## src/rtl/reg_bus_arbiter_pkg.sv

```systemverilog
// Shared types and constants for the register-bus round-robin arbiter.
package reg_bus_arbiter_pkg;

  typedef struct packed {
    logic [31:0] addr;
    logic        write;
    logic [31:0] wdata;
    logic [3:0]  wstrb;
    logic        valid;
  } reg_req_t;

  typedef struct packed {
    logic [31:0] rdata;
    logic        error;
    logic        ready;
  } reg_rsp_t;

  localparam logic [0:0] IDLE = 1'b0;
  localparam logic [0:0] BUSY = 1'b1;

  localparam logic [31:0] TimeoutRdata = 32'hBADC_AB1E;
  localparam reg_rsp_t    TimeoutRsp   = '{rdata: TimeoutRdata, error: 1'b1, ready: 1'b1};

endpackage

```

## src/rtl/reg_bus_arbiter_rr_select.sv

```systemverilog
// Combinational round-robin pick: first valid index at or above ptr, wrapping.
module reg_bus_arbiter_rr_select #(
  parameter int NumReq = 2,
  parameter int IdxW   = $clog2(NumReq)
) (
  input  logic [NumReq-1:0] valid,
  input  logic [IdxW-1:0]   ptr,
  output logic [IdxW-1:0]   idx,
  output logic              any_valid
);

  int off;
  int best_off;

  // Distance from ptr (mod NumReq) ranks candidates; smallest distance wins.
  always_comb begin
    idx       = '0;
    any_valid = |valid;
    best_off  = NumReq;
    off       = 0;
    for (int i = 0; i < NumReq; i++) begin
      off = i - int'(ptr);
      if (off < 0) off = off + NumReq;
      if (valid[i] && off < best_off) begin
        best_off = off;
        idx      = IdxW'(i);
      end
    end
  end

endmodule

```

## src/rtl/reg_bus_arbiter.sv

```systemverilog
// Round-robin arbiter sharing one register slave between NumReq requesters,
// one transaction in flight, grant locked until response, timeout watchdog.
module reg_bus_arbiter
  import reg_bus_arbiter_pkg::*;
#(
  parameter int NumReq        = 2,
  parameter int TimeoutCycles = 256
) (
  input  logic                    clk_i,
  input  logic                    rst_ni,
  input  reg_req_t [NumReq-1:0]   req_i,
  output reg_rsp_t [NumReq-1:0]   rsp_o,
  output reg_req_t                slv_req_o,
  input  reg_rsp_t                slv_rsp_i,
  output logic     [NumReq-1:0]   grant_o,
  output logic                    busy_o,
  output logic                    timeout_o
);

  localparam int IdxW = $clog2(NumReq);
  localparam int CntW = $clog2(TimeoutCycles);

  logic [0:0]        state;
  logic [IdxW-1:0]   gnt_idx;
  logic [IdxW-1:0]   rr_ptr;
  logic [CntW-1:0]   cnt;
  logic [NumReq-1:0] valid_vec;
  logic [IdxW-1:0]   sel_idx;
  logic              any_valid;
  logic              busy;
  logic              tmo;
  logic [IdxW-1:0]   next_ptr;
  reg_req_t          gnt_req;

  for (genvar k = 0; k < NumReq; k++) begin : g_valid
    assign valid_vec[k] = req_i[k].valid;
  end

  reg_bus_arbiter_rr_select #(.NumReq(NumReq), .IdxW(IdxW)) u_rr_select (
    .valid     (valid_vec),
    .ptr       (rr_ptr),
    .idx       (sel_idx),
    .any_valid (any_valid)
  );

  assign gnt_req  = req_i[gnt_idx];
  assign busy     = (state == BUSY);
  // A withdrawn requester gets no response, so timeout only fires while valid is held.
  assign tmo      = busy && gnt_req.valid && !slv_rsp_i.ready &&
                    (cnt == CntW'(TimeoutCycles - 1));
  assign next_ptr = (gnt_idx == IdxW'(NumReq - 1)) ? '0 : gnt_idx + 1'b1;

  always_comb begin
    slv_req_o = '0;
    rsp_o     = '0;
    grant_o   = '0;
    if (busy) begin
      slv_req_o         = gnt_req;
      slv_req_o.valid   = gnt_req.valid && !tmo;
      rsp_o[gnt_idx]    = tmo ? TimeoutRsp : slv_rsp_i;
      grant_o[gnt_idx]  = 1'b1;
    end
  end

  assign busy_o    = busy;
  assign timeout_o = tmo;

  always_ff @(posedge clk_i) begin
    if (!rst_ni) begin
      state   <= IDLE;
      gnt_idx <= '0;
      rr_ptr  <= '0;
      cnt     <= '0;
    end else begin
      case (state)
        IDLE: begin
          if (any_valid) begin
            gnt_idx <= sel_idx;
            cnt     <= '0;
            state   <= BUSY;
          end
        end
        BUSY: begin
          if (!gnt_req.valid) begin
            state <= IDLE;
          end else if (slv_rsp_i.ready || tmo) begin
            rr_ptr <= next_ptr;
            state  <= IDLE;
          end else begin
            cnt <= cnt + 1'b1;
          end
        end
        default: state <= IDLE;
      endcase
    end
  end

endmodule

```

## config.mk

```make
export PLATFORM = sky130hd
export DESIGN_NAME = reg_bus_arbiter
export DESIGN_NICKNAME = d
export VERILOG_FILES = /design/src/rtl/reg_bus_arbiter_pkg.sv /design/src/rtl/reg_bus_arbiter_rr_select.sv /design/src/rtl/reg_bus_arbiter.sv
export SDC_FILE = /design/constraint.sdc
export NUM_CORES = 1
export LEC_CHECK = 0
export BUFFER_PORTS_ARGS = -buffer_cell sky130_fd_sc_hd__buf_2
export CORE_AREA = 2 2 123 125
export DETAILED_ROUTE_END_ITERATION = 12
export DIE_AREA = 0 0 125 127
export PLACE_DENSITY = 0.58
export REMOVE_ABC_BUFFERS = 1
export SETUP_SLACK_MARGIN = 0.4
export SYNTH_ARGS = -nofsm -noshare
export SYNTH_HDL_FRONTEND = slang
export SYNTH_SLANG_ARGS = --single-unit
export TNS_END_PERCENT = 100
```

## constraint.sdc

```tcl
create_clock -name clk_i -period 6.1 [get_ports clk_i]
set_clock_uncertainty 0.1 [all_clocks]
set_input_delay 0.915 -clock clk_i [delete_from_list [all_inputs] [get_ports clk_i]]
set_output_delay 0.915 -clock clk_i [all_outputs]
set_load 0.01 [all_outputs]
```

---- Yosys cells after proc, flatten, opt, wreduce, memory -nomap -nowiden ----
Index checks and enable logic that the tools add are counted.
word-level totals
  register bits ........................... 11
  input bits .............................. 176
  output and inout bits ................... 142
  logic and storage cells ................. 59
cells by class
  add/subtract/negate cells ............... 6
  $lt $le $gt $ge ......................... 6
  equality and inequality tests ........... 4
  multiplexer cells ....................... 23
  bitwise logic cells ..................... 2
  reductions and logical operators ........ 14
operators with widths
  operator                                                               number
  70-bit two-way mux                                                     3
  32-bit two-way mux                                                     3
  68-bit bitwise AND                                                     1
  34-bit two-way mux                                                     2
  68-bit two-way mux                                                     1
  32-bit by 3-bit adder with 32-bit output, second input constant        2
  32-bit by 1-bit < comparator with 1-bit output, second input constant  2
  34-bit demux with 1-bit select                                         1
  32-bit by 3-bit < comparator with 1-bit output, second input constant  1
  32-bit < comparator                                                    1
  8-bit two-way mux                                                      3
  8-bit one-hot mux with 2 select lines                                  1
  8-bit by 1-bit adder with 8-bit output, second input constant          1
  8-bit == test, second input constant                                   1
  1-bit logical AND                                                      7
  1-bit two-way mux                                                      6
  3-bit AND reduction                                                    2
  2-bit != test, second input constant                                   2
  1-bit by 1-bit subtractor with 2-bit output, first input constant      2
  1-bit zero test                                                        2
  1-bit by 2-bit < comparator with 1-bit output, second input constant   1
  2-bit two-way mux                                                      1
  2-bit by 1-bit != test with 1-bit output, second input constant        1
  1-bit one-hot mux with 2 select lines                                  1
  other kinds (7)                                                        7

---- Depth between registers and ports, before layout ----
  word-level depth ........................ 9
  gate-level depth with buffers ........... 6
  depth with buffers taken out ............ 5

---- Hierarchy ----
Synthesis repeated with hierarchy kept, for this count alone.
unflattened totals
  cell total of the unflattened synthesis .. 335
  area total of the unflattened synthesis .. 2398.6 um^2
by module, submodules not included
  module                     instances  cells each  area an instance (um^2)  sequential area each (um^2)
  reg_bus_arbiter            1          332         2381.0                   220.2
  reg_bus_arbiter_rr_select  1          3           17.5                     0.0

---- Worst setup path after synthesis ----
Ideal clock, no wire load.
  path kind ............................... input to output
  start ................................... in req_i[70] (netlist bit)
  end ..................................... out rsp_o[12] (netlist bit)
  arrival ................................. 1.993 ns
  data required time ...................... 5.085 ns
  setup slack ............................. 3.092 ns
  stages .................................. 5
  path buffers ............................ 1
  path through ............................ mux2i_1 > nor4_4 > nor3_1 > clkbuf_1 > and2_1
RTL lines
  what         RTL line               text
  from (decl)  reg_bus_arbiter.sv:11  input reg_req_t [NumReq-1:0] req_i,
  to (decl)    reg_bus_arbiter.sv:12  output reg_rsp_t [NumReq-1:0] rsp_o,

==> reports/metrics.yaml <==
routing:
  post_drt_via_cell_ratio: 4.20
  dr.pass1.iters: 4
  vias: 3303
  detail_route.drc_violations: 0
  routed_wire_length_per_instance_um: 13.7
  ant_nets: 0
  drtIter0Drc: 86
  drt_wl_total_um: 10800
yosys:
  synthMostInstantiatedCell: "sky130_fd_sc_hd__nor2_1"
  area_of_the_mapped_netlist_um2: 2130
  avgSynthCellArea_um2: 7.02
  synthCells: 304
  synth-edff-count: 0
  async_flop_share_pct: 0
  dominantRegCellSynth: "sky130_fd_sc_hd__dfxtp_1"
  synthDistinctLibCells: 34
  synthAdderAreaFrac_pct: 0.586
  netlist.top_cell.by_area: "sky130_fd_sc_hd__mux2i_1"
  netlist_top_cells_area: "sky130_fd_sc_hd__mux2i_1 33%, sky130_fd_sc_hd__o21a_1 15%, sky130_fd_sc_hd__nor2_1 13%"
  largest_family_of_logic_cells_by_synthesized_area: "multiplexers"
  ys.warnings.count: 0
  number_of_synthesized_register_bits: 11
  yosys.area_share.simple_pct: 28.0
  netlist.area_leader.share_pct: 32.8
  synth_compound_area_share_pct: 21.8
  yosys-top-cells-count: "76 x sky130_fd_sc_hd__nor2_1, 70 x sky130_fd_sc_hd__mux2i_1, 43 x sky130_fd_sc_hd__o21a_1"
  synth-xor-area-share_pct: 0
  muxShareOfSynthArea_pct: 33.4
  portion_of_the_post_synthesis_area_used_by_sequential_elements_pct: 10.3
pwr:
  pwr_density_cell_nw_per_um2: 113
  ir_worst_vdd_uv: 67.6
  leakage_nw: 2.17
floorplanning:
  io_pins: 318
  start_util_pct: 14.8
  number_of_core_rows: 44
  die_h_um: 127
  die_wd_um: 125
  core_um2: 14400
  dieArea_um2: 15900
global_routing:
  gr-usage-met1_pct: 15.2
  wire_length_of_the_first_global_routing_pass_um: 15600
  groute.usage.overall_pct: 12.0
  number_of_global_route_vias_before_repair: 2893
  globalRoute.busiestLayer: "met2"
  grt_start_max_net_pins: 73
  grtUsageMet3_pct: 2.26
  met2_usage_pct: 22.1
  grt.overflow.total: 0
  antenna_found_initial: 0
layout:
  multiInputGateArea_um2: 1790
  ff_latch_area_um2: 224
  area_growth_syn_to_layout_pct: 85.5
  post_route_cells_drive_above_1_share_pct: 54.8
  antenna_cells_inserted: 0
  num-fill-cells: 1645
  final_util_pct: 27.5
  design.final.nets: 780
worst_setup_path:
  worstPathCellList: "buf_2, mux2i_1, nor4_4, buf_4, nor3_1, and2_1, buf_2"
  startpoint_type: "primary input"
  largest_driver_fanout_on_the_critical_path: 45
  path_buf_inv: 3
  crit_start: "req_i[70]"
  timing.critical_path.slowest_stage_cell: "sky130_fd_sc_hd__nor3_1"
  worstPathArrival_ns: 3.13
  cpPeakStageDelay_ns: 0.91
  critical_path.most_common_cell: "sky130_fd_sc_hd__buf_2"
  critical_path.reg2reg.startpoint: "cnt[0]"
  endpoint_kind: "output pin"
  path_class: "in -> out"
  worst_path_dominant_cell_family: "simple AND/OR/NAND/NOR gates"
  required_ns: 5.08
timing:
  final.min_clock_period_ns: 4.14
  rsz_0062_raised_after_global_routing: "no"
  final_setup_viols: 0
  hold_viol_final: 0
  worst_slew_pin_slew_ns: 1.14
  fmax_ghz: 0.241
  final.period_utilization_pct: 67.9
  tns_ns: 0
  relative_slew_margins_pct: 23.5
  finalMaxSlewViolations: 0
min_path:
  min_from: "cnt[7]"
  timing.hold.worst.class: "reg -> reg"
flow_run:
  drv.max_cap_violation_count: 0
clock_tree:
  clk_latency_ns: 0.24
  root_buffer: "sky130_fd_sc_hd__clkbuf_16"
  htreeDepth: 1
  cts_max_path_buffers: 2
  cts_tree: "done"
  cts.clk_slew.worst_paths_ns: 0.04
  numCtsBuffers: 3
  cts_post_setup_buffers_inserted: 0
  cells_resized_by_post_cts_repair: 0
  hold_buffers: 0
  tritoncts_num_sinks: 11
placed_design:
  dp.final_hpwl_um: 9090
  quantity_of_i_o_buffers_inserted_on_ports: 317
  placer_s_final_routability_congestion_estimate: 0.741
status:
  run_status: "completed"
[report_power, final]
part / switching (mW) / leakage (nW) / total [mW] / internal, mW
Sequential: 0.00686 / 0.0898 / 0.0805 / 0.0737
Combinational: 0.129 / 2.04 / 0.248 / 0.119
Clock: 0.0305 / 0.0382 / 0.118 / 0.0876
Total: 0.166 / 2.17 / 0.447 / 0.280
[registers in the layout, summed over array words and instances, names as in the netlist]
signal   count
cnt          8
busy_o       1
gnt_idx      1
rr_ptr       1
[worst min-delay path, stage by stage (launching register included)]
cell                      delay (ns)
sky130_fd_sc_hd__dfxtp_1        0.31
sky130_fd_sc_hd__o41ai_1        0.06
sky130_fd_sc_hd__a21oi_1        0.06
[final cells by class]
class | instances | share of cell area (%)
multi-input cells | 261 | 45.1
repair buffers | 322 | 41.0
well taps | 184 | 5.81
flip-flops and latches | 11 | 5.66
clock buffers | 4 | 1.99
inverters | 4 | 0.379
[cell families after synthesis]
| kind of cell | count (synthesis) |
|---|---|
| adders and majority gates | 1 |
| DFF | 11 |
| buffers and inverters | 32 |
| AOI/OAI and AO/OA | 65 |
| and+or+nand+nor | 124 |
| muxes | 71 |
[path summary, 6_finish.rpt]
kind | cells after the start | slack [ns] | end
worst max-delay path | 7 | 1.96 | rsp_o[19]
worst max register to register | 5 | 3.81 | cnt[5]
worst min-delay path | 2 | 0.38 | cnt[7]
worst min register to register | 2 | 0.38 | cnt[7]
[cell usage in the layout (no fill, tap or decap), types with 3 or more instances in the layout]
cell type / instances
sky130_fd_sc_hd__buf_2: 317
sky130_fd_sc_hd__clkbuf_16: 3
sky130_fd_sc_hd__inv_1: 3
sky130_fd_sc_hd__nand2_1: 3
sky130_fd_sc_hd__mux2i_1: 70
sky130_fd_sc_hd__o21a_1: 43
sky130_fd_sc_hd__and2_1: 26
sky130_fd_sc_hd__dfxtp_1: 10
sky130_fd_sc_hd__o31ai_1: 3
sky130_fd_sc_hd__a21oi_1: 9
sky130_fd_sc_hd__nor2_1: 76
sky130_fd_sc_hd__buf_4: 5
[layer usage]
metal | vias to the layer above | wire, um
li1 | 1667 | -
met1 | 1423 | 4500
met2 | 211 | 5340
met3 | 2 | 939
met4 | 0 | 19
met5 | - | 0
[per-stage QoR]
step | hold slack [ns] | cell area, um2 | total power [mW] | setup WS (ns) | instances
final | 0.377 | 3960 | 0.447 | 1.96 | 786
after global placement | 0.365 | 3880 | 0.334 | 2.09 | 782
after floorplan | 0.346 | 2020 | 0.205 | -0.123 | 276
after CTS | 0.372 | 3960 | 0.453 | 1.99 | 786
after global routing | 0.397 | 3960 | 0.479 | 1.60 | 786
after detailed placement | 0.365 | 3880 | 0.334 | 2.00 | 782
(Power assumes the default switching activity.)
